## config.mk

```make
export PLATFORM = sky130hd
export DESIGN_NAME = digit_scan_flat
export DESIGN_NICKNAME = d
export VERILOG_FILES = /design/src/rtl/digit_scan_if.sv /design/src/rtl/digit_scan.sv /design/src/flat_wrapper.sv
export SDC_FILE = /design/constraint.sdc
export NUM_CORES = 1
export LEC_CHECK = 0
export BUFFER_PORTS_ARGS = -buffer_cell sky130_fd_sc_hd__buf_2
export CAP_MARGIN = 30
export CORE_MARGIN = 2
export CORE_UTILIZATION = 35
export DETAILED_ROUTE_END_ITERATION = 16
export GPL_TIMING_DRIVEN = 0
export PLACE_DENSITY = 0.68
export SYNTH_ARGS = -nofsm -noshare
export SYNTH_HDL_FRONTEND = slang
export SYNTH_SLANG_ARGS = --single-unit
```

## constraint.sdc

```tcl
create_clock -name clk -period 2.9 [get_ports clk]
set_input_delay 0.435 -clock clk [delete_from_list [all_inputs] [get_ports clk]]
set_output_delay 0.435 -clock clk [all_outputs]
set_load 0.03 [all_outputs]
```

## src/rtl/digit_scan_if.sv

```systemverilog
// Scan-controller bus: run/digit/blank inputs toward the scanner, select/enable/nibble/frame outputs from it.
// Pure wiring bundle; the master drives run, digits and blank_mask and the slave drives the rest.
interface digit_scan_if;
    logic        run;
    logic [31:0] digits;
    logic [7:0]  blank_mask;
    logic [2:0]  sel;
    logic        ena;
    logic [3:0]  nibble;
    logic        frame_done;

    modport master (
        output run, digits, blank_mask,
        input  sel, ena, nibble, frame_done
    );

    modport slave (
        input  run, digits, blank_mask,
        output sel, ena, nibble, frame_done
    );
endinterface

```

## src/rtl/digit_scan.sv

```systemverilog
// Purpose: time-multiplexed digit scanner feeding a 3-to-8 decoder, with a one-cycle guard gap per digit.
// Latency: registered outputs; GUARD follows the edge that samples run=1; each digit lasts DIVIDER+1 cycles.
// Backpressure: none; run is only honoured in IDLE and at the end of each digit's dwell.
module digit_scan #(
    parameter int DIVIDER    = 4,
    parameter int NUM_DIGITS = 8
) (
    input  logic         clk,
    input  logic         rst,
    digit_scan_if.slave  bus
);
    localparam int              CW         = $clog2(DIVIDER) + 1;
    localparam logic [2:0]      LAST_SEL   = 3'(NUM_DIGITS - 1);
    localparam logic [CW-1:0]   LAST_DWELL = CW'(DIVIDER - 1);

    typedef enum logic [1:0] {
        IDLE  = 2'd0,
        GUARD = 2'd1,
        SHOW  = 2'd2
    } state_t;

    state_t        state_q, state_d;
    logic [2:0]    sel_q, sel_d;
    logic          ena_q, ena_d;
    logic [3:0]    nibble_q, nibble_d;
    logic          frame_done_q, frame_done_d;
    logic          blank_q, blank_d;
    logic [CW-1:0] dwell_q, dwell_d;

    always_comb begin
        state_d      = state_q;
        sel_d        = sel_q;
        ena_d        = ena_q;
        nibble_d     = nibble_q;
        frame_done_d = 1'b0;
        blank_d      = blank_q;
        dwell_d      = dwell_q;

        case (state_q)
            IDLE: begin
                ena_d = 1'b0;
                sel_d = 3'd0;
                if (bus.run) begin
                    state_d = GUARD;
                end
            end
            GUARD: begin
                state_d  = SHOW;
                dwell_d  = '0;
                blank_d  = bus.blank_mask[sel_q];
                ena_d    = ~bus.blank_mask[sel_q];
                nibble_d = bus.digits[{sel_q, 2'b00} +: 4];
            end
            SHOW: begin
                if (dwell_q == LAST_DWELL) begin
                    ena_d = 1'b0;
                    if (sel_q == LAST_SEL) begin
                        sel_d        = 3'd0;
                        frame_done_d = 1'b1;
                        state_d      = bus.run ? GUARD : IDLE;
                    end else if (bus.run) begin
                        sel_d   = sel_q + 3'd1;
                        state_d = GUARD;
                    end else begin
                        sel_d   = 3'd0;
                        state_d = IDLE;
                    end
                end else begin
                    ena_d   = ~blank_q;
                    dwell_d = dwell_q + CW'(1);
                end
            end
            default: begin
                state_d = IDLE;
                ena_d   = 1'b0;
                sel_d   = 3'd0;
            end
        endcase

        // Preload the nibble on entry to GUARD so the guard cycle already shows the new digit.
        if ((state_d == GUARD) && (state_q != GUARD)) begin
            nibble_d = bus.digits[{sel_d, 2'b00} +: 4];
        end
    end

    always_ff @(posedge clk) begin
        if (rst) begin
            state_q      <= IDLE;
            sel_q        <= 3'd0;
            ena_q        <= 1'b0;
            nibble_q     <= 4'd0;
            frame_done_q <= 1'b0;
            blank_q      <= 1'b0;
            dwell_q      <= '0;
        end else begin
            state_q      <= state_d;
            sel_q        <= sel_d;
            ena_q        <= ena_d;
            nibble_q     <= nibble_d;
            frame_done_q <= frame_done_d;
            blank_q      <= blank_d;
            dwell_q      <= dwell_d;
        end
    end

    assign bus.sel        = sel_q;
    assign bus.ena        = ena_q;
    assign bus.nibble     = nibble_q;
    assign bus.frame_done = frame_done_q;
endmodule

```

## src/flat_wrapper.sv

```systemverilog
// flat-port wrapper written by rule: the top's interface ports become plain ports
module digit_scan_flat 
#(
    parameter int DIVIDER    = 4,
    parameter int NUM_DIGITS = 8
)
  (clk, rst, bus_run, bus_digits, bus_blank_mask, bus_sel, bus_ena, bus_nibble, bus_frame_done);
  digit_scan_if bus_i ();
  input  logic clk;
  input  logic rst;
  input wire logic [$bits(bus_i.run)-1:0] bus_run;
  input wire logic [$bits(bus_i.digits)-1:0] bus_digits;
  input wire logic [$bits(bus_i.blank_mask)-1:0] bus_blank_mask;
  output wire logic [$bits(bus_i.sel)-1:0] bus_sel;
  output wire logic [$bits(bus_i.ena)-1:0] bus_ena;
  output wire logic [$bits(bus_i.nibble)-1:0] bus_nibble;
  output wire logic [$bits(bus_i.frame_done)-1:0] bus_frame_done;
  assign bus_i.run = bus_run;
  assign bus_i.digits = bus_digits;
  assign bus_i.blank_mask = bus_blank_mask;
  assign bus_sel = bus_i.sel;
  assign bus_ena = bus_i.ena;
  assign bus_nibble = bus_i.nibble;
  assign bus_frame_done = bus_i.frame_done;
  digit_scan #(.DIVIDER(DIVIDER), .NUM_DIGITS(NUM_DIGITS)) u_core (.clk(clk), .rst(rst), .bus(bus_i));
endmodule
```

==> impl_table.tex <==
\begin{tabular}{lr}
\hline
Metric & Value \\
\hline
\multicolumn{2}{l}{\textbf{Run status}} \\
Run status & finished, final reports clean \\
\multicolumn{2}{l}{\textbf{Setup path}} \\
Required time at the worst-slack endpoint & 3140 ps \\
Endpoint class of the critical path & flip-flop \\
Most numerous cell on the critical path & sky130\_fd\_sc\_hd\_\_ha\_1 \\
Largest stage delay on the critical path & 430 ps \\
Critical path launch point type & flip-flop \\
Worst setup path class & reg -> reg \\
Worst-path maximum fanout & 9 \\
Count of buffering cells on the critical path with inverters included & 0 \\
Cells traversed along the worst timing path & ha\_1 > ha\_1 > and4b\_1 > nand2b\_1 > o31ai\_1 > a22o\_2 > a221oi\_1 > o41ai\_1 > a22o\_1 \\
Top delay family on crit path & compound AO/OA/AOI/OAI gates \\
Standard cell with the maximum stage delay on the critical path & sky130\_fd\_sc\_hd\_\_dfxtp\_1 \\
Data arrival time of the critical path & 2930 ps \\
\multicolumn{2}{l}{\textbf{Floorplanning}} \\
Die H & 62.6 um \\
Area of the core & 3310 um2 \\
Die area & 3920 um2 \\
I/O pin total & 52 \\
Initial core utilization & 36.3\% \\
Width of the die & 62.6 um \\
Placement Rows & 21 \\
\multicolumn{2}{l}{\textbf{STA}} \\
Final total negative setup slack & 0 ps \\
Unrepaired setup endpoints after global routing & no \\
Worst-margin pin slew & 481 ps \\
Clk\_skew & 10.1 ps \\
Final number of setup-violating endpoints & 0 \\
Shortest period the worst path allows & 2690 ps \\
Hold violation count in the final report & 0 \\
Final cycle utilization of the critical path & 92.8\% \\
Fin. max-slew vios & 0 \\
Worst-case headroom to the max-slew limit & 67.6\% \\
Upper clock frequency limit & 372 MHz \\
\multicolumn{2}{l}{\textbf{Clock network}} \\
Clock Latency Late Sink & 290 ps \\
Postcts setup bufs & 0 \\
Root cell of the clock tree & sky130\_fd\_sc\_hd\_\_clkbuf\_4 \\
CTS buffer count & 3 \\
Hold bufs inserted after CTS & 0 \\
Clock tree buffer depth & 2 \\
Clock tree from TritonCTS & done \\
Maximum level of the CTS H-tree & 1 \\
Clock transition at the register clock pins on the worst setup and hold paths after CTS & 100 ps \\
Num Clock Sinks & 15 \\
Gates resized, CTS repair & 0 \\
\multicolumn{2}{l}{\textbf{Synthesis}} \\
Count of flip-flops with a built-in enable after synthesis & 0 \\
Mapped Cells & 137 \\
Area of the mapped netlist & 1200 um2 \\
Sequential element share of the synthesized area & 25.0\% \\
Count of cell types in the netlist & 44 \\
Async SR Flop Fraction & 0\% \\
Top cells by count, synth & sky130\_fd\_sc\_hd\_\_dfxtp\_1, sky130\_fd\_sc\_hd\_\_nand2\_1, sky130\_fd\_sc\_hd\_\_inv\_1, sky130\_fd\_sc\_hd\_\_o211ai\_1, sky130\_fd\_sc\_hd\_\_ha\_1 \\
Prevailing post-synth register cell & sky130\_fd\_sc\_hd\_\_dfxtp\_1 \\
Library cell with the largest summed area after synthesis & sky130\_fd\_sc\_hd\_\_dfxtp\_1 \\
Top-area cell type share of the netlist area & 25.0\% \\
Synthesis-stage register bit count & 15 \\
Post-synthesis net count & 188 \\
Number of warnings reported in the yosys synthesis log & 0 \\
Top post-synthesis cells by area & sky130\_fd\_sc\_hd\_\_dfxtp\_1, sky130\_fd\_sc\_hd\_\_ha\_1, sky130\_fd\_sc\_hd\_\_o211ai\_1, sky130\_fd\_sc\_hd\_\_mux2i\_1, sky130\_fd\_sc\_hd\_\_nand2\_1 \\
Avg Cell Area, Syn & 8.78 um2 \\
\multicolumn{2}{l}{\textbf{Global routing}} \\
GR Overflow Total & 0 \\
Antenna violations before repair & 0 \\
Pin count of the biggest net entering global routing & 11 \\
Global Route Usage Sum & 16.4\% \\
Number of global-route vias before repair & 1205 \\
Wire length of the first global-routing pass & 5330 um \\
\multicolumn{2}{l}{\textbf{Routing}} \\
Uppermost layer routed & met4 \\
Routed wire length on met3 & 212 um \\
Post-detailed-route DRC marker count & 0 \\
Per-cell routed wire length & 13.0 um \\
Number of detailed-route iterations in the first pass & 4 \\
Detail Route met2 WL & 1400 um \\
Routed vias & 1228 \\
ANT nets after route & 0 \\
Via/cell ratio & 5.18 \\
Wirelength, routed & 3070 um \\
Wire length the detailed router placed on met1 & 1440 um \\
Initial DRC count & 34 \\
\multicolumn{2}{l}{\textbf{Finish}} \\
Area growth from synthesis to layout & 27.9\% \\
Count of antenna diodes in the layout & 0 \\
Area of the multi-input gates & 842 um2 \\
Number of nets in the layout & 243 \\
Number of fill cells in the layout & 361 \\
Area of all placed cells without fillers & 1540 um2 \\
Register area & 300 um2 \\
Fraction of final layout cells with drive strength greater than 1 & 35.6\% \\
\multicolumn{2}{l}{\textbf{Worst hold path}} \\
Worst min-delay path class & reg -> reg \\
\multicolumn{2}{l}{\textbf{Placement}} \\
Total of buffers placed on input and output ports & 50 \\
Final weighted congestion in routability-driven placement & 0.765 \\
Area after detailed placement & 1510 um2 \\
DPL Wire Length & 2480 um \\
\multicolumn{2}{l}{\textbf{Flow run}} \\
Max capacitance violation total & 0 \\
\multicolumn{2}{l}{\textbf{Power and ir drop}} \\
Leak Pwr & 0.664 nW \\
Power density of the placed cells & 359 nW/um2 \\
Peak VDD IR & 0.163 mV \\
\hline
\end{tabular}
==> worst paths after layout <==
path	from	slack, ps	end	cells past startpoint
worst max-delay path	u_core.bus.sel[1]	210	u_core.bus.nibble[1]	9
worst min-delay path	u_core.dwell_q[2]	490	u_core.dwell_q[2]	2
worst max register to register	u_core.bus.sel[1]	210	u_core.bus.nibble[1]	9
worst min register to register	u_core.dwell_q[2]	490	u_core.dwell_q[2]	2
==> worst reg2reg max path: cells and delay by family, from the launching register on <==
family	cells	cell delay (ps)
compound gates	5	1330
fa+ha+maj	2	420
simple gates	2	460
flops	1	430
==> flip-flops by register name, summed over array words and instances, names as in the netlist <==
register / count
u_core.blank_q: 1
u_core.dwell_q: 3
u_core.bus.sel: 3
u_core.state_q: 2
u_core.bus.frame_done: 1
u_core.bus.nibble: 4
u_core.bus.ena: 1
==> report_power, final <==
group	leakage [nW]	total (mW)	internal (mW)	switching (mW)
registers	0.122	0.232	0.222	0.00979
clock network	0.0150	0.121	0.0534	0.0674
logic	0.527	0.200	0.0851	0.115
total	0.664	0.552	0.361	0.192
==> layout by cell type (no fill, tap or decap), types with 2 or more instances in the layout <==
cell type,instances
sky130_fd_sc_hd__a31oi_1,5
sky130_fd_sc_hd__a21boi_0,2
sky130_fd_sc_hd__a221o_1,2
sky130_fd_sc_hd__a211o_1,2
sky130_fd_sc_hd__o211a_1,2
sky130_fd_sc_hd__ha_1,8
sky130_fd_sc_hd__nand2b_1,2
sky130_fd_sc_hd__nand3_1,3
sky130_fd_sc_hd__o21a_1,2
sky130_fd_sc_hd__nor2b_1,2
sky130_fd_sc_hd__dfxtp_1,15
sky130_fd_sc_hd__nand2_1,15
sky130_fd_sc_hd__nor3_1,2
sky130_fd_sc_hd__o21ai_4,2
sky130_fd_sc_hd__o211ai_1,9
sky130_fd_sc_hd__and2_1,3
sky130_fd_sc_hd__o21ai_0,4
sky130_fd_sc_hd__a21oi_1,7
sky130_fd_sc_hd__mux4_2,2
sky130_fd_sc_hd__a211oi_1,4
sky130_fd_sc_hd__mux2_2,2
sky130_fd_sc_hd__nand4_1,2
sky130_fd_sc_hd__nor2_1,4
sky130_fd_sc_hd__inv_1,9
sky130_fd_sc_hd__mux2i_1,6
sky130_fd_sc_hd__clkbuf_4,3
sky130_fd_sc_hd__buf_2,51
sky130_fd_sc_hd__clkbuf_1,3
==> kinds of logic after synthesis <==
group,Yosys count,synth area share (%)
AND/OR/NAND/NOR,37,15.7
AO/OA/AOI/OAI,53,35.3
buffers and inverters,14,5.10
adder cells (fa/ha/maj),8,8.32
flip-flops,15,25.0
multiplexers,10,10.6
==> per-layer routing <==
metal	vias to the layer above	track usage, %
met4	0	2.50
met3	4	4.32
met5	-	0
li1	631	-
met1	554	22.7
met2	39	26.2
==> area by class of cell <==
type | instances | area share (%)
clock buffer | 4 | 1.71
buffer | 5 | 1.79
timing repair buffer | 50 | 16.3
tap | 46 | 3.74
multi-input combinational | 108 | 54.8
sequential | 15 | 19.5
inverter | 9 | 2.20
==> per-stage QoR <==
step / hold slack, ps / util, % / total power [mW] / instances / setup slack (ps)
after global routing: 536 / 46.4 / 0.594 / 237 / 16.9
final: 492 / 46.4 / 0.552 / 237 / 209
after detailed placement: 480 / 45.6 / 0.436 / 233 / 208
after global placement: 467 / 45.6 / 0.435 / 233 / 197
after floorplan: 455 / - / 0.373 / 137 / 441
after CTS: 500 / 46.4 / 0.560 / 237 / 161
Note: power is estimated with default switching activity, not from simulation.
